File: src/rtl/cpu_pkg.sv
// Datapath-wide sizing shared by the register file and the issue controller.
package cpu_pkg;

  localparam int unsigned CPU_DATA_W = 16;
  localparam int unsigned CPU_ADDR_W = 4;

  typedef logic [CPU_ADDR_W-1:0] reg_addr_t;

endpackage

File: src/rtl/rf_read_port.sv
// One registered read port: write-first bypass, optional zero register, output flop.
module rf_read_port
  import cpu_pkg::*;
#(
  parameter int unsigned DATA_W   = CPU_DATA_W,
  parameter int unsigned ADDR_W   = CPU_ADDR_W,
  parameter int unsigned ZERO_REG = 0
) (
  input  logic              clock,
  input  logic              clear,
  input  logic              rd_en,
  input  logic [ADDR_W-1:0] rd_addr,
  input  logic [DATA_W-1:0] reg_data,
  input  logic              wr_en,
  input  logic [ADDR_W-1:0] wr_addr,
  input  logic [DATA_W-1:0] wr_data,
  output logic [DATA_W-1:0] rd_data
);

  logic is_zero;
  logic bypass;

  always_comb begin
    is_zero = (ZERO_REG != 0) && (rd_addr == '0);
    bypass  = wr_en && (wr_addr == rd_addr);
  end

  always_ff @(posedge clock) begin
    if (clear) begin
      rd_data <= '0;
    end else if (rd_en) begin
      // zero register overrides even a same-cycle write to r0
      if (is_zero)
        rd_data <= '0;
      else if (bypass)
        rd_data <= wr_data;
      else
        rd_data <= reg_data;
    end
  end

endmodule

File: src/rtl/regfile_scoreboard.sv
// Multi-read-port register file with per-register busy scoreboard and RAW stall flag.
module regfile_scoreboard
  import cpu_pkg::*;
#(
  parameter int unsigned DATA_W   = CPU_DATA_W,
  parameter int unsigned DEPTH    = 16,
  parameter int unsigned ADDR_W   = CPU_ADDR_W,
  parameter int unsigned NRD      = 2,
  parameter int unsigned ZERO_REG = 0
) (
  input  logic                  clock,
  input  logic                  clear,
  input  logic [NRD-1:0]        rd_en,
  input  logic [NRD*ADDR_W-1:0] rd_addr,
  output logic [NRD*DATA_W-1:0] rd_data,
  input  logic                  wr_en,
  input  logic [ADDR_W-1:0]     wr_addr,
  input  logic [DATA_W-1:0]     wr_data,
  input  logic                  issue_en,
  input  logic [ADDR_W-1:0]     issue_addr,
  output logic [DEPTH-1:0]      busy,
  output logic                  stall
);

  logic [DATA_W-1:0] regs [DEPTH];
  logic [DEPTH-1:0]  busy_next;
  logic              wr_ok;

  always_comb begin
    wr_ok = wr_en && !((ZERO_REG != 0) && (wr_addr == '0));
  end

  always_ff @(posedge clock) begin
    if (clear) begin
      for (int unsigned i = 0; i < DEPTH; i++)
        regs[i] <= '0;
    end else if (wr_ok) begin
      regs[wr_addr] <= wr_data;
    end
  end

  // issue is applied after retire so a same-address pair leaves the register busy
  always_comb begin
    busy_next = busy;
    if (wr_en)
      busy_next[wr_addr] = 1'b0;
    if (issue_en)
      busy_next[issue_addr] = 1'b1;
    if (ZERO_REG != 0)
      busy_next[0] = 1'b0;
  end

  always_ff @(posedge clock) begin
    if (clear)
      busy <= '0;
    else
      busy <= busy_next;
  end

  always_comb begin
    logic [ADDR_W-1:0] a;
    stall = 1'b0;
    a     = '0;
    for (int unsigned p = 0; p < NRD; p++) begin
      a = rd_addr[p*ADDR_W +: ADDR_W];
      if (rd_en[p] && busy[a] && !(wr_en && (wr_addr == a))
          && !((ZERO_REG != 0) && (a == '0)))
        stall = 1'b1;
    end
  end

  for (genvar p = 0; p < NRD; p++) begin : g_rd
    rf_read_port #(
      .DATA_W   (DATA_W),
      .ADDR_W   (ADDR_W),
      .ZERO_REG (ZERO_REG)
    ) u_port (
      .clock    (clock),
      .clear    (clear),
      .rd_en    (rd_en[p]),
      .rd_addr  (rd_addr[p*ADDR_W +: ADDR_W]),
      .reg_data (regs[rd_addr[p*ADDR_W +: ADDR_W]]),
      .wr_en    (wr_en),
      .wr_addr  (wr_addr),
      .wr_data  (wr_data),
      .rd_data  (rd_data[p*DATA_W +: DATA_W])
    );
  end

endmodule

File: config.mk
export PLATFORM = sky130hd
export DESIGN_NAME = regfile_scoreboard
export DESIGN_NICKNAME = d
export VERILOG_FILES = /design/src/rtl/cpu_pkg.sv /design/src/rtl/rf_read_port.sv /design/src/rtl/regfile_scoreboard.sv
export SDC_FILE = /design/constraint.sdc
export NUM_CORES = 1
export LEC_CHECK = 0
export BUFFER_PORTS_ARGS = -buffer_cell sky130_fd_sc_hd__buf_2
export CAP_MARGIN = 5
export CORE_ASPECT_RATIO = 0.5
export CORE_MARGIN = 10
export CORE_UTILIZATION = 56
export CTS_BUF_LIST = sky130_fd_sc_hd__clkbuf_16
export DETAILED_ROUTE_END_ITERATION = 8
export HOLD_SLACK_MARGIN = 0.15
export PLACE_DENSITY = 0.77
export SLEW_MARGIN = 15
export SYNTH_ARGS = -nofsm -noshare
export SYNTH_HDL_FRONTEND = slang
export SYNTH_SLANG_ARGS = --single-unit
export TNS_END_PERCENT = 1
File: constraint.sdc
create_clock -name clock -period 2.19 [get_ports clock]
set_clock_uncertainty 0.1 [all_clocks]
set_input_delay 0.438 -clock clock [delete_from_list [all_inputs] [get_ports clock]]
set_output_delay 0.438 -clock clock [all_outputs]
set_load 0.02 [all_outputs]
Word level (Yosys, flattened, before mapping)
Memory sizes are Yosys's and may differ from the RTL's. A register that Yosys moved wholly into a read port is not among the register bits.
Cells that the tools add are included.
{"block": "totals", "ff_bits": 16, "ram_bits": 256, "inputBits": 38, "out_inout_bits": 49, "elab_cells": 44, "memories": 1}
{"name": "regs", "depth": 16, "width": 16, "rd": 2, "rd_clocked_by_memory_dff": 2, "write_ports": 16, "line": "regfile_scoreboard.sv:25", "source": "logic [DATA_W-1:0] regs [DEPTH];"}
{"block": "op_classes", "order_cmp": 6, "n_eq_ne": 2, "mux": 20, "bitwise": 3, "reduce_logical": 11}
{"cell": "2-to-1 mux 16 bit", "count": 3}
{"cell": "less-than comparator 4 x 5 -> 1 bit, second input constant", "count": 4}
{"cell": "bitwise AND 16 bit", "count": 1}
{"cell": "NOT 16 bit", "count": 1}
{"cell": "bitwise OR 16 bit", "count": 1}
{"cell": "OR reduction 16 bit", "count": 1}
{"cell": "2-to-1 mux 1 bit", "count": 12}
{"cell": "binary-select mux 1 bit (select 4 bit)", "count": 2}
{"cell": "demux 1 bit (select 4 bit)", "count": 2}
{"cell": "equality test 4 bit", "count": 2}
{"cell": ">= comparator 4 x 1 -> 1 bit, second input constant", "count": 2}
{"cell": "logical AND 1 bit", "count": 8}
{"cell": "2-to-1 mux 4 bit", "count": 1}
{"cell": "logical NOT 1 bit", "count": 2}

Logic depth before layout (Yosys ltp)
Gate-level depths: netlist of the first run.
{"block": "depth", "ltp_word": 9, "depth_mapped": 7, "ltp_nobuf": 4}

By module
A second synthesis of the first run with hierarchy kept.
{"block": "unflattened", "hier_cells": 1099, "area_unflattened_um2": 16429.5}
{"mod": "regfile_scoreboard", "instances": 1, "cells_each": 897, "area_per_inst_um2": 14482.6, "seq_area_each_um2": 8007.7}
{"mod": "rf_read_port", "instances": 2, "cells_each": 101, "area_per_inst_um2": 973.4, "seq_area_each_um2": 320.3}

Worst setup path before layout of the first run
OpenSTA, ideal clock, no wires.
{"block": "synth_path", "path_type": "input -> output", "startpoint": "input port rd_addr[5]", "endpoint": "output port stall", "arrival_ns": 1.902, "required_ns": 1.652, "slack_ns": -0.250, "cell_stages": 6, "n_path_buf": 3, "path_cell_list": "buf_2 -> buf_2 -> buf_2 -> mux4_2 -> a211oi_1 -> o32ai_1"}
{"block": "synth_between", "elab_chain_len": 5, "elab_cells_between_ends": 8, "cone_classes": "eq/ne (1); mux (3); reduce/logical (4)"}
{"item": "from (decl)", "line": "regfile_scoreboard.sv:14", "source": "input logic [NRD*ADDR_W-1:0] rd_addr,"}
{"item": "binary-select mux 1 bit (select 4 bit) / equality test 4 bit (equally long branches)"}
{"item": "2-to-1 mux 1 bit (not written as such) / logical AND 1 bit (equally long branches)", "line": "regfile_scoreboard.sv:66", "source": "if (rd_en[p] && busy[a] && !(wr_en && (wr_addr == a))"}
{"item": "logical AND 1 bit / logical NOT 1 bit (equally long branches)", "line": "regfile_scoreboard.sv:66"}
{"item": "logical AND 1 bit (*)", "line": "regfile_scoreboard.sv:66"}
{"item": "2-to-1 mux 1 bit (*)", "line": "regfile_scoreboard.sv:66"}
{"item": "to (decl)", "line": "regfile_scoreboard.sv:22", "source": "output logic stall"}
Mark *: on every way between the ends. The rest lies on a longest branch, timed or not. The select of a mux whose other input is x is not followed.

Worst setup path after layout of the first run
{"block": "layout_path", "startpoint": "register busy[5]", "endpoint": "output port stall"}
{"block": "layout_between", "elab_chain_len": 6, "elab_cells_between_ends": 10, "cone_classes": "mux (6); reduce/logical (4)"}
{"item": "from (decl)", "line": "regfile_scoreboard.sv:21", "source": "output logic [DEPTH-1:0] busy,"}
{"item": "from (signal assigned)", "line": "regfile_scoreboard.sv:57", "source": "busy <= busy_next;"}
{"item": "binary-select mux 1 bit (select 4 bit)", "line": "regfile_scoreboard.sv:66"}
{"item": "2-to-1 mux 1 bit (not written as such)", "line": "regfile_scoreboard.sv:66"}
{"item": "logical AND 1 bit (2 in series)", "line": "regfile_scoreboard.sv:66"}
{"item": "2-to-1 mux 1 bit", "line": "regfile_scoreboard.sv:66"}
{"item": "2-to-1 mux 1 bit (*)", "line": "regfile_scoreboard.sv:66"}
Marked as above.

==> out/metrics.yaml, run 1 <==
synth_edf_count: 256
synth_top_area_share: 0.4840
synth_warnings: 0
root_buffer: "clkbuf_16"
synth.distinct_cells: 37
ys_ff_latch: 304
grt_max_degree: 37
drc: 0
fin_nets: 1302
r2r_end: "g_rd[0].u_port.rd_data[1]"
clk_latency_ns: 0.57
synth_area_um2: 15880
vias: 11280
dieArea_um2: 35910
powerDensity_nw_per_um2: 743.3
synth_area_leaders: "edfxtp_1 48%, mux4_2 17%, and2_1 10%, dfxtp_1 6.1%, a22oi_1 3.0%"
worstPathCellList: "mux4_2 -> a22o_1 -> nor2_1 -> o32ai_2 -> buf_4"
outcome: "finished with violations"
r2r_cells: 5
rrSetupSlack_ns: 0.27
antenna_cells: 0
grt_pass1_vias: 11500
whs_path_depth: 5
synth_flop_cell: "edfxtp_1"
cp.arrival_ns: 1.99
track_usage: 0.2750
dpl.hpwl_um: 32050
pre_cts_slack_ns: -0.1615
post-cts-setup-buffer-count: 0
slew_headroom: 0.5522
drive_gt1_frac: 0.2994
tritoncts: "yes"
post-route-period-util: 1.152
yosysMostFrequentCell: "and2_1"
hold_slack_ns: 0.2220
start_kind: "flop"
fin_crit_ns: 2.523
clkSlewWorstSetupHoldPaths_ns: 0.07
p_leak_nw: 6.873
synthTopCellsByCount: "259 x and2_1, 256 x edfxtp_1, 123 x mux4_2"
yosysSeqAreaShare: 0.5445
slowest_stage: "mux4_2"
cts_sinks: 304
initial_core_util: 0.5710
grt_pass1_wl_um: 73620
syn_inst: 1126
finalSetupViolations: 1
die_h_um: 139.1
globalplace.congestion: 0.9758
ios: 87
cp.required_ns: 1.65
area_delta_synth_final_pct: 16.59
max_clock_freq_mhz: 396.3
async_reset_ff_frac: 0
antenna_found_initial: 0
synth_top_area_cell: "edfxtp_1"
worst_pin_slew_ns: 0.6703
drv_slew: 0
core_area_um2: 27820
drt_iter0_markers: 1629
drtPass1Iterations: 5
r2r_start: "regs[2][1]"
overflow: 0
cp_max_fo: 4
avgSynthCellArea_um2: 14.11
syn-num-nets: 1164
hp-class: "in2reg"
cts_buffers: 28
routed_wl_um: 50110
post_drt_wl_per_cell_um: 30.04
min-delay-start: "issue_en"
dieWidth_um: 258.2
report.final.hold_viol_count: 0
critPathKind: "reg2out"
viasPerCell: 6.763
maxCapViolations: 0
min_to: "busy[6]"
slowest_delay_ns: 0.47
h-tree-depth: 1
crit_path_end_kind: "output pin"
core.rowCount: 43
ir_drop_mv: 0.5614
setup_slack_ns: -0.3332
violations: "setup timing"
portBuffers: 86
clockBufferDepth: 3
rsz0062_at_grt: "true"
ant_nets: 0
==> sequential cells by signal, indices dropped and copies added (netlist names) <==
name	cells
regs	256
busy	16
g_rd.u_port.rd_data	32
==> stage by stage <==
stage | instance area [um2] | std cells | TNS [ns] | util | total power [mW]
2_1_floorplan | 15890 | 1126 | -0.1135 | - | 7.980
3_3_place_gp | 17530 | 1611 | -1.891 | 0.6302 | 8.722
3_5_place_dp | 17530 | 1611 | -3.470 | 0.6302 | 8.813
4_1_cts | 18520 | 1668 | -0.3372 | 0.6657 | 13.71
5_1_grt | 18520 | 1668 | -0.4133 | 0.6657 | 14.10
6_report | 18520 | 1668 | -0.3332 | 0.6657 | 13.76
==> power breakdown <==
group	switching (mW)	total [mW]	internal [mW]	leakage, nW
Combinational	1.06	1.94	0.879	3.57
Clock	2.24	4.99	2.76	0.455
Sequential	0.207	6.83	6.62	2.85
Total	3.51	13.8	10.3	6.87
==> what timing repair did <==
item,4_1_cts,5_1_grt
hold buffers,5,0
setup endpoints to repair,1,1
pin swaps,3,0
hold endpoints to repair,12,0
gates resized for setup,15,0
==> layer usage <==
metal | global-route usage | vias up | share of wire
li1 | - | 4557 | -
met3 | 0.09083 | 169 | 0.14
met5 | 0 | - | 0
met2 | 0.4224 | 860 | 0.46
met1 | 0.3569 | 5694 | 0.36
met4 | 0.1078 | 0 | 0.040
==> placed cells by master (no fill, tap or decap), types with 2 or more instances in the layout <==
master         count
dlygate4sd3_1      5
o22ai_1            2
and2_1           259
clkbuf_16         29
nand2b_1           3
nand2_1           52
o21ai_0           13
nand3_1            3
nor2_1            84
or3_1              2
dfxtp_1           35
a22oi_1           64
edfxtp_1         256
clkinv_4           2
dfxtp_2           13
clkinv_2           4
a22o_1             2
a21o_1            12
buf_2             83
clkinv_1          10
nor2b_1            6
o21ai_1            2
nor3b_1            3
inv_1             23
nor3_1             5
buf_4             86
buf_12            33
xnor2_1            8
o221a_1           32
and2b_1            2
a31o_2             4
bufinv_16          3
mux4_1            13
mux4_2           123
==> layout make-up <==
cell class                 instances  area (um2)
fill                            1891        9298
sequential                       304        8665
multi-input combinational        702        6610
timing repair buffer             207        1772
clock buffer                      29       725.7
tap                              382       478.0
clock inverter                    23       188.9
inverter                          21       78.83
==> kinds of logic (layout without fill, tap and decap cells) <==
kind of cell,count (synthesis),in the layout,synth area share
compound gates,134,134,0.06901
xor+xnor,8,8,0.004412
buf+inv,120,280,0.04010
flops,304,304,0.5445
mux,137,137,0.1965
simple gates,423,423,0.1454
==> critical path, delay by kind of cell (launching register included) <==
family                 cells  cell delay, ns
multiplexers               1            0.47
flip-flops                 1            0.37
AO/OA/AOI/OAI              2            0.28
buffers and inverters      1            0.17
AND/OR/NAND/NOR            1            0.13
==> worst max path at each step <==
| stage | start | endpoint |
|---|---|---|
| after floorplan | rd_addr[0] | stall |
| after global placement | rd_addr[4] | stall |
| after detailed placement | rd_addr[4] | g_rd[1].u_port.rd_data[10] |
| after CTS | busy[3] | stall |
| after global routing | busy[3] | stall |
| final | busy[5] | stall |
Note: power is estimated with default switching activity, not from simulation.
==> inputs of run 2 (changes only) <==
--- a/config.mk
+++ b/config.mk
@@ -8,7 +8,7 @@
 export BUFFER_PORTS_ARGS = -buffer_cell sky130_fd_sc_hd__buf_2
 export CAP_MARGIN = 5
 export CORE_ASPECT_RATIO = 0.5
-export CORE_MARGIN = 10
+export CORE_MARGIN = 2
 export CORE_UTILIZATION = 56
 export CTS_BUF_LIST = sky130_fd_sc_hd__clkbuf_16
 export DETAILED_ROUTE_END_ITERATION = 8
==> run 2 against run 1 <==
Critical path type unchanged. Register-to-register slack improved by 0.03 ns. Critical path depth unchanged. Clock power barely moved. The flow still finishes with violations (setup timing). Final cell count grew 0.54%. Global-route usage is 5.0 points higher. Flip-flop and latch count did not move. Sequential power about the same.
==> out/metrics.yaml, run 2 (synthesis gave the netlist of run 1 again) <==
outcome: "finished with violations"
violations: "setup timing"
antenna_found_initial: 1  # +1
setup_slack_ns: -0.3596  # -0.02640 ns
hold_slack_ns: 0.2031  # -0.01899 ns
cp.required_ns: 1.65  # about the same
drtPass1Iterations: 5  # unchanged
dpl.hpwl_um: 31150  # -2.8%
viasPerCell: 6.600  # -2.4%
drt_iter0_markers: 1614  # -0.92%
cp.arrival_ns: 2.01  # +0.02 ns
ios: 87  # unchanged
max_clock_freq_mhz: 392.2  # -1.0%
post_drt_wl_per_cell_um: 28.23  # -6.0%
drc: 0  # unchanged
crit_family: "multiplexers"
root_buffer: "clkbuf_16"
ir_drop_mv: 0.5837  # +4.0%
largestRegisters: "regs: 256 flops, g_rd.u_port.rd_data: 32 flops, busy: 16 flops"
largest_register_ffs: 256  # unchanged
clk_latency_ns: 0.57  # about the same
overflow: 0  # unchanged
fin_crit_ns: 2.550  # +0.02640 ns
most-common-layout-cells: "259 x and2_1, 256 x edfxtp_1, 123 x mux4_2"
p_total_mw: 13.75  # -0.13%
core.rowCount: 43  # unchanged
rsz0062_at_grt: "true"
final_common_cell: "and2_1"
hp-class: "in2reg"
area_delta_synth_final_pct: 17.16
cp_max_fo: 4  # unchanged
grt_pass1_wl_um: 69890  # -5.1%
maxCapViolations: 0  # unchanged
post-route-period-util: 1.164  # +0.01206
globalplace.congestion: 1.001  # +2.6%
report.final.hold_viol_count: 0  # unchanged
crit_path_end_kind: "output pin"
ant_nets: 0  # unchanged
clkSlewWorstSetupHoldPaths_ns: 0.07  # about the same
p_leak_nw: 6.942  # +1.0%
portBuffers: 86  # unchanged
finalSetupViolations: 1  # unchanged
fin_nets: 1311  # +0.69%
initial_core_util: 0.5710  # unchanged
core_area_um2: 27820  # unchanged
slowest_delay_ns: 0.47  # about the same
tritoncts: "yes"
die_h_um: 123.1  # -12%
drive_gt1_frac: 0.3050  # +0.005641
powerDensity_nw_per_um2: 738.7  # -0.61%
cp.buffers_inverters: 1  # unchanged
antenna_cells: 0  # unchanged
vias: 11070  # -1.9%
critPathKind: "reg2out"
h-tree-depth: 1  # unchanged
max_flop_register: "regs"
dieArea_um2: 29810  # -17%
track_usage: 0.3249  # +0.04996
grt_max_degree: 53  # +43%
drv_slew: 0  # unchanged
dieWidth_um: 242.2  # -6.2%
worstPathCellList: "mux4_2 -> a22o_1 -> nor2_1 -> o32ai_2 -> buf_4"
slowest_stage: "mux4_2"
clockBufferDepth: 3  # unchanged
cts_buffers: 28  # unchanged
grt_pass1_vias: 11170  # -2.9%
start_kind: "flop"
slew_headroom: 0.2154  # -0.3368
routed_wl_um: 47340  # -5.5%
worst_pin_slew_ns: 1.170  # +0.5002 ns
cts_sinks: 304  # unchanged
==> run 2: cell type report <==
type | instances | area, um2
Inverter | 21 | 78.83
Multi-Input combinational cell | 702 | 6618
Fill cell | 1890 | 9208
Clock inverter | 23 | 193.9
Tap cell | 382 | 478.0
Timing Repair Buffer | 216 | 1854
Sequential cell | 304 | 8660
Clock buffer | 29 | 725.7
==> run 2: path summary, 6_finish.rpt <==
check | from | to | slack [ns] | depth (start not counted)
worst min register to register | busy[11] | busy[11] | 0.41 | 2
worst min-delay path | issue_en | busy[2] | 0.20 | 5
worst max register to register | regs[4][15] | g_rd[0].u_port.rd_data[15] | 0.30 | 5
worst max-delay path | busy[3] | stall | -0.36 | 5
==> run 2: tightest hold or removal path, stage by stage <==
cell and delay (ns):
buf_2 0.11, nand2_1 0.08, nor2_1 0.08, nand2_1 0.06
o21ai_0 0.06
==> run 2: metrics by stage <==
step | TNS, ns | utilization | cells | setup WS, ns | area (um2)
final | -0.3596 | 0.6690 | 1677 | -0.3596 | 18610
after global routing | -0.3928 | 0.6690 | 1677 | -0.3928 | 18610
after CTS | -0.3455 | 0.6690 | 1677 | -0.3455 | 18610
after detailed placement | -4.948 | 0.6327 | 1618 | -0.3337 | 17600
after global placement | -3.723 | 0.6327 | 1618 | -0.3057 | 17600
after floorplan | -0.1135 | - | 1126 | -0.1135 | 15890
==> run 2: power by group <==
group	switching, mW	leakage (nW)	internal [mW]
Sequential	0.197	2.85	6.62
Clock	2.23	0.469	2.76
Combinational	1.05	3.62	0.888
==> run 2: repair_timing <==
action,CTS,global route
endpoints found under the setup margin,1,1
endpoints found under the hold margin,8,0
buffers inserted,1,0
gates resized for setup,12,0
hold buffers,6,0
pin swaps,2,0
==> run 2: layer usage <==
layer / vias up / wire (um) / share of wire / GRT usage
li1: 4588 / - / - / -
met1: 5520 / 17270 / 0.36 / 0.4259
met2: 815 / 21010 / 0.44 / 0.5013
met3: 143 / 7377 / 0.16 / 0.1248
met4: 2 / 1676 / 0.035 / 0.1188
met5: - / 12 / 0.00025 / 0
